[src/rtl/handshake_pkg.sv]
// Shared constants and types for the handshake constant/sequence source.
package handshake_pkg;

    localparam int BUF_DEPTH = 2;
    localparam int IDX_WIDTH = 16;

    // Ceiling log2, usable in constant expressions.
    function automatic int clog2(input int n);
        int r;
        r = 0;
        for (int v = n - 1; v > 0; v = v >> 1) begin
            r = r + 1;
        end
        return r;
    endfunction

    // Occupancy must represent 0..BUF_DEPTH inclusive.
    typedef logic [clog2(BUF_DEPTH + 1)-1:0] occ_t;

endpackage

[src/rtl/handshake_fifo2.sv]
// Two-slot elastic buffer; slot0 is always the head, so dout is a plain register.
module handshake_fifo2
    import handshake_pkg::*;
#(
    parameter int DATA_WIDTH = 32
) (
    input  logic                  clk,
    input  logic                  rst,
    input  logic                  push,
    input  logic                  pop,
    input  logic [DATA_WIDTH-1:0] din,
    output logic [DATA_WIDTH-1:0] dout,
    output logic                  dout_valid,
    output occ_t                  count
);

    logic [DATA_WIDTH-1:0] slot0;
    logic [DATA_WIDTH-1:0] slot1;
    occ_t                  count_q;

    always_ff @(posedge clk or negedge rst) begin
        if (!rst) begin
            slot0   <= '0;
            slot1   <= '0;
            count_q <= '0;
        end else begin
            case (count_q)
                occ_t'(0): begin
                    if (push) begin
                        slot0   <= din;
                        count_q <= occ_t'(1);
                    end
                end
                occ_t'(1): begin
                    if (push && pop) begin
                        slot0 <= din;
                    end else if (push) begin
                        slot1   <= din;
                        count_q <= occ_t'(2);
                    end else if (pop) begin
                        count_q <= occ_t'(0);
                    end
                end
                occ_t'(2): begin
                    // Full: the upstream ready is low, so only a pop can happen.
                    if (pop) begin
                        slot0   <= slot1;
                        count_q <= occ_t'(1);
                    end
                end
                default: count_q <= '0;
            endcase
        end
    end

    assign dout       = slot0;
    assign dout_valid = (count_q != occ_t'(0));
    assign count      = count_q;

endmodule

[src/rtl/handshake_constant_seq.sv]
// Emits one data token per accepted control token: a constant or a wrapping
// arithmetic sequence, buffered so ctrl_ready depends only on registered state.
module handshake_constant_seq
    import handshake_pkg::*;
#(
    parameter int unsigned           DATA_WIDTH = 32,
    parameter logic [DATA_WIDTH-1:0] VALUE      = '0,
    parameter int                    STRIDE     = 1,
    parameter int unsigned           COUNT      = 1
) (
    input  logic                  clk,
    input  logic                  rst,
    input  logic                  restart,
    input  logic                  ctrl_valid,
    output logic                  ctrl_ready,
    output logic [DATA_WIDTH-1:0] outs,
    output logic                  outs_valid,
    input  logic                  outs_ready
);

    localparam logic [DATA_WIDTH-1:0] STRIDE_W = DATA_WIDTH'(STRIDE);
    localparam logic [IDX_WIDTH-1:0]  LAST     = IDX_WIDTH'((COUNT > 1) ? COUNT - 1 : 0);

    logic [DATA_WIDTH-1:0] acc;
    logic [DATA_WIDTH-1:0] acc_next;
    logic [IDX_WIDTH-1:0]  idx;
    logic [IDX_WIDTH-1:0]  idx_next;
    occ_t                  count;
    logic                  accept;
    logic                  pop;

    assign ctrl_ready = (count < occ_t'(BUF_DEPTH));
    assign accept     = ctrl_valid && ctrl_ready;
    assign pop        = outs_valid && outs_ready;

    always_comb begin
        acc_next = acc;
        idx_next = idx;
        if (accept) begin
            if (COUNT == 1) begin
                acc_next = VALUE;
            end else if (COUNT == 0) begin
                acc_next = acc + STRIDE_W;
            end else if (idx == LAST) begin
                acc_next = VALUE;
                idx_next = '0;
            end else begin
                acc_next = acc + STRIDE_W;
                idx_next = idx + 1'b1;
            end
        end
        // The token pushed this cycle already carries the pre-restart acc.
        if (restart) begin
            acc_next = VALUE;
            idx_next = '0;
        end
    end

    always_ff @(posedge clk or negedge rst) begin
        if (!rst) begin
            acc <= VALUE;
            idx <= '0;
        end else begin
            acc <= acc_next;
            idx <= idx_next;
        end
    end

    handshake_fifo2 #(
        .DATA_WIDTH(DATA_WIDTH)
    ) u_fifo (
        .clk       (clk),
        .rst       (rst),
        .push      (accept),
        .pop       (pop),
        .din       (acc),
        .dout      (outs),
        .dout_valid(outs_valid),
        .count     (count)
    );

endmodule

[config.mk]
export PLATFORM = sky130hd
export DESIGN_NAME = handshake_constant_seq
export DESIGN_NICKNAME = d
export VERILOG_FILES = /design/src/rtl/handshake_pkg.sv /design/src/rtl/handshake_fifo2.sv /design/src/rtl/handshake_constant_seq.sv
export SDC_FILE = /design/constraint.sdc
export NUM_CORES = 1
export LEC_CHECK = 0
export ABC_AREA = 1
export BUFFER_PORTS_ARGS = -buffer_cell sky130_fd_sc_hd__buf_4
export CAP_MARGIN = 10
export CORE_AREA = 2 2 39 41
export CTS_BUF_LIST = sky130_fd_sc_hd__clkbuf_4
export CTS_CLUSTER_DIAMETER = 80
export DETAILED_ROUTE_END_ITERATION = 16
export DIE_AREA = 0 0 41 43
export PLACE_DENSITY = 0.69
export RECOVER_POWER = 25
export SLEW_MARGIN = 20
export SYNTH_ARGS = -nofsm -noshare
export SYNTH_HDL_FRONTEND = slang
export SYNTH_SLANG_ARGS = --single-unit
export TNS_END_PERCENT = 1
[constraint.sdc]
create_clock -name clk -period 0.8 [get_ports clk]
set_input_delay 0 -clock clk [delete_from_list [all_inputs] [get_ports clk]]
set_output_delay 0 -clock clk [all_outputs]
set_load 0.1 [all_outputs]
**Yosys cells after proc, flatten, opt, wreduce, memory -nomap -nowiden**

Index checks and enable logic that the tools add are counted.

- Magnitude comparators: 1
- Divide/modulo/power cells: 0
- $add $sub $neg: 0
- Multiplexer cells: 12
- Bitwise gates (word level): 1
- Reductions and logical operators: 10
- Multiply operators: 0
- Shift operators: 0
- Equal/unequal tests: 7

Operator list:

| cell | number |
|---|---|
| 32-bit 2-to-1 mux | 5 |
| 32-bit case mux with 3 select lines | 1 |
| 2-bit 2-to-1 mux | 5 |
| 4-bit AND reduction | 2 |
| 2-bit by 1-bit != test with 1-bit output, second input constant | 3 |
| 2-bit case mux with 3 select lines | 1 |
| 2-bit nonzero test | 2 |
| 1-bit logical AND | 3 |
| 3-bit by 1-bit != test with 1-bit output, second input constant | 1 |
| 3-bit AND reduction | 1 |
| 3-bit nonzero test | 1 |
| 2-bit by 1-bit == test with 1-bit output, second input constant | 1 |
| 2-bit == test, second input constant | 1 |
| 2-bit zero test | 1 |
| 2-bit < comparator, second input constant | 1 |
| 2-bit != test, second input constant | 1 |
| 1-bit NOT | 1 |

- Memory bits (read-only): 0
- Bits in registers: 98
- Memories: 0
- Latch bits: 0
- RAM bits: 0

**Logic depth before layout (Yosys ltp)**

- Word-level depth: 6
- Mapped depth: 6

**Hierarchy**

A second synthesis with hierarchy kept.

- Cells, all modules: 408
- Area, all modules: 3191.8 um2

Modules (own cells, without submodules):

| module | area an instance (um2) | times used | cells each | sequential area each (um2) |
|---|---|---|---|---|
| handshake_fifo2 | 3166.8 | 1 | 402 | 1651.6 |
| handshake_constant_seq | 25.0 | 1 | 6 | 0.0 |

**Worst setup path before layout**

No wires, ideal clock.

- Kind: register to register
- Start: register u_fifo.count_q[1] (netlist: u_fifo.count[1])
- End: register u_fifo.count_q[0] (netlist: u_fifo.count[0])
- Data required time: 0.687 ns
- Stages on the path, launching flop included: 7
- Data arrival time: 1.352 ns
- Period minus slack after synthesis: 1.465 ns
- Setup slack: -0.665 ns
- Cell sequence: dfrtp_1 inv_2 nand2_4 nand2_1 nand2_1 nand2_1 inv_1

- Cells in the longest elaborated chain, start to end: 5

RTL lines:

| element | RTL line | source |
|---|---|---|
| start, declared | handshake_fifo2.sv:19 | `occ_t count_q;` |
| start signal, assigned | handshake_fifo2.sv:31 | `count_q <= occ_t'(1);` |
| start signal, assigned | handshake_fifo2.sv:39 | `count_q <= occ_t'(2);` |
| start signal, assigned | handshake_fifo2.sv:41 | `count_q <= occ_t'(0);` |
| 2-bit < comparator (*) | handshake_constant_seq.sv:32 | `assign ctrl_ready = (count < occ_t'(BUF_DEPTH));` |
| named net ctrl_ready | handshake_constant_seq.sv:15 | `output logic ctrl_ready,` |
| 1-bit logical AND (*) | handshake_constant_seq.sv:33 | `assign accept = ctrl_valid && ctrl_ready;` |
| 2-bit 2-to-1 mux / 1-bit logical AND (equally long branches) | handshake_fifo2.sv:37, handshake_fifo2.sv:35 |  |
| 2-bit 2-to-1 mux / 2-bit != test (equally long branches) | -- |  |
| 2-bit case mux with 3 select lines / 4-bit AND reduction (equally long branches) | -- |  |

Mark *: on every way through the listed nets, which the timed path passes. The rest lies on a longest branch. The select of a mux whose other input is x is not followed.
A chain may end at the register's enable or synchronous reset.

**Worst setup path after layout**

- Start: register u_fifo.count_q[1] (netlist: u_fifo.count[1])
- End: output ctrl_ready

- Cells in the longest elaborated chain, start to end: 1

RTL lines:

| element | RTL line |
|---|---|
| 2-bit < comparator | handshake_constant_seq.sv:32 |
| end, declared | handshake_constant_seq.sv:15 |

No other way between the ends.

==> results.tsv <==
stage	metric	value	unit
worst_setup_path	critical path startpoint	u_fifo.count[1]	
worst_setup_path	Critical R2R Capture	u_fifo.count[0]	
pwr	Power, Total	1456	uW
clocking	Num Clock Sinks	2	
pwr	sequential share of power	9.8	%
cells_and_area	commonest non-fill, non-tap cell in the layout	conb_1	
pwr	PD cells	3767	mW/mm2
synthesis	top-area cell type share of the netlist area	64.65	%
cells_and_area	Largest register FFs	2	
routing	vias per cell	2.974	
synthesis	Syn Area/Cell	7.286	um2
global_route	vias in the first global route	157	
pwr	leakage power	0.0002426	uW
job	# Max-Cap Violations	0	
cells_and_area	Layout fillers	164	
placed_design	hpwl dp	376.2	um
timing	final setup fails	4	
pwr	Switching Share	69.58	%
timing	final setup skew	5.550	ps
die	cell row count	14	
clocking	CTS tree	yes	
worst_setup_path	Buf+Inv Stages, Crit Path	2	
cells_and_area	share of cells above drive strength 1	26.23	%
cells_and_area	area of the multi-input gates	188.9	um2
timing	fmax	1.038	GHz
die	Die W	41	um
worst_setup_path	R2R setup slack	-100	ps
timing	Final Hold Fails	0	
synthesis	cells after synthesis	51	
worst_setup_path	Worst Reg-to-Reg Cells	6	
timing	setup tns final	-513.4	ps
routing	DRC viols	0	
routing	WL/cell	6.584	um
synthesis	Synth area leaders	buf_4, dfrtp_1, nand2_1	
cells_and_area	Syn-to-layout area delta	4.041	%
worst_setup_path	CP max FO	3	
timing	RSZ-0062 raised after global routing	true	
synthesis	register area share after synthesis	13.47	%
cells_and_area	n_diodes	0	
pwr	internal power	443.1	uW
worst_setup_path	CP top delay family	flip-flops	
min_path	worst min path class	input port to asynchronous set/reset pin	
synthesis	synthesized flop and latch total	2	
cells_and_area	FF+latch area	50.05	um2
worst_setup_path	Req. time, crit path	800	ps
timing	part of the cycle the worst path needs	120.4	%
pwr	Comb power frac	74.7	%
worst_setup_path	worst path cell trace	inv_6 > buf_6	
worst_setup_path	Setup CP Type	flip-flop to output port	
global_route	initial antenna violation count	0	
timing	Slew Limit Fails	0	
clocking	CTS Root Cell	clkbuf_4	
clocking	# H-tree levels	1	
die	die area	0.001763	mm2
routing	DR pass1 iterations	1	
global_route	GRT Residual Overflow	0	
clocking	Num CTS Buffers	3	
worst_setup_path	CP arrival	960	ps
die	I/O pin count	39	
outcome	failing checks	negative setup slack	
global_route	largest net degree at the start of global routing	5	
die	Die Y	43	um
worst_setup_path	CP Capture Type	output port	
clocking	clk slew on worst S/H paths	30	ps
die	Initial Utilization	26.85	%
placed_design	PortBufs	5	
timing	Final Critical Period	963.3	ps
routing	number of DRC markers in iteration 0	0	
timing	Worst Setup Slack, final	-163.3	ps
synthesis	unique cell type count in the Yosys netlist	10	
cells_and_area	most frequent cells in the layout	conb_1, nand2_1	
worst_setup_path	Slowest-stage cell, CP	dfrtp_1	
synthesis	leading area contributor after synthesis	buf_4	
worst_setup_path	CP peak stage delay	410	ps
pwr	Peak VDD IR	894.6	uV
placed_design	gp weighted congestion	0.5289	
outcome	status	finished with violations	
worst_setup_path	CP startpoint kind	flip-flop	
global_route	first-pass GRT wire length	531	um
pwr	switching power	1013	uW
synthesis	Synthesis Warnings	0	
clocking	latest clock arrival within the worst-skew pair	230	ps
synthesis	Post-Syn Area	371.6	um2
die	Core ar.	0.001384	mm2
pwr	Clk pwr share	15.5	%
worst_setup_path	r2r startpoint	u_fifo.count[1]	
global_route	total track usage	5.200	%
routing	antenna-violating nets left	0	
cells_and_area	fin nets	68	
routing	overall via count from detail_route	229	
routing	Routed Wire Length	507	um
clocking	Clock Tree Buf Depth	2	
## how the worst max path moves through the flow
stage / end / slack (ps) / cells after the start
floorplan: u_fifo.count[0] / -320 / 6
global placement: u_fifo.count[0] / -80 / 6
detailed placement: u_fifo.count[0] / -100 / 6
CTS: ctrl_ready / -180 / 2
global route: ctrl_ready / -210 / 2
finish: ctrl_ready / -160 / 2
## stage by stage
step,std cells,util (%),hold WS [ps],area [um2],setup WS [ps]
after global routing,77,27.94,103.9,386.6,-208.4
after detailed placement,71,23.24,-216.1,321.6,-101.9
after global placement,71,23.24,-217.9,321.6,-76.75
after CTS,77,28.03,90.48,387.9,-175.8
after floorplan,82,-,-295.6,504.2,-317.0
final,77,27.94,94.20,386.6,-163.3
## what timing repair did
action,in CTS,in global routing
resized for setup,5,1
endpoints found under the hold margin,3,0
pin swaps,1,1
hold buffers,2,0
endpoints found under the setup margin,4,4
buffers inserted,1,0
## cells by family (layout without fill, tap and decap cells)
kind of cell  after synthesis  after routing  share of synthesized area (%)
buf+inv                    38             17                          70.71
flops                       2              2                          13.47
other cells                 1             32                          1.009
simple gates               10             10                          14.81
## metal layers
layer	vias up	track usage, %	wire length, um
met5	-	0	0
met4	0	8.000	23
met3	4	1.571	66
met2	19	9.063	295
met1	101	2.540	120
li1	105	-	-
## Yosys cell counts (all sizes together)
| cell | number |
|---|---|
| buf | 32 |
| nand2 | 8 |
| inv | 6 |
| dfrtp | 2 |
| conb | 1 |
| nand3 | 1 |
| nor3 | 1 |
## cell type report
cell class	count	share of cell area (%)
clock buffer	3	5.825
inverter	6	7.120
multi-input combinational	42	48.87
sequential	2	12.94
tap	16	5.178
timing repair buffer	8	20.06
## power groups by stage
stage | Clock [uW] | Sequential (uW) | Combinational (uW)
after CTS | 234 | 144 | 1080
after global placement | 0 | 139 | 992
after detailed placement | 0 | 143 | 1000
final | 225 | 143 | 1090
after floorplan | 0 | 138 | 1060
after global routing | 252 | 146 | 1120
Power figures use the tool's default switching activity.
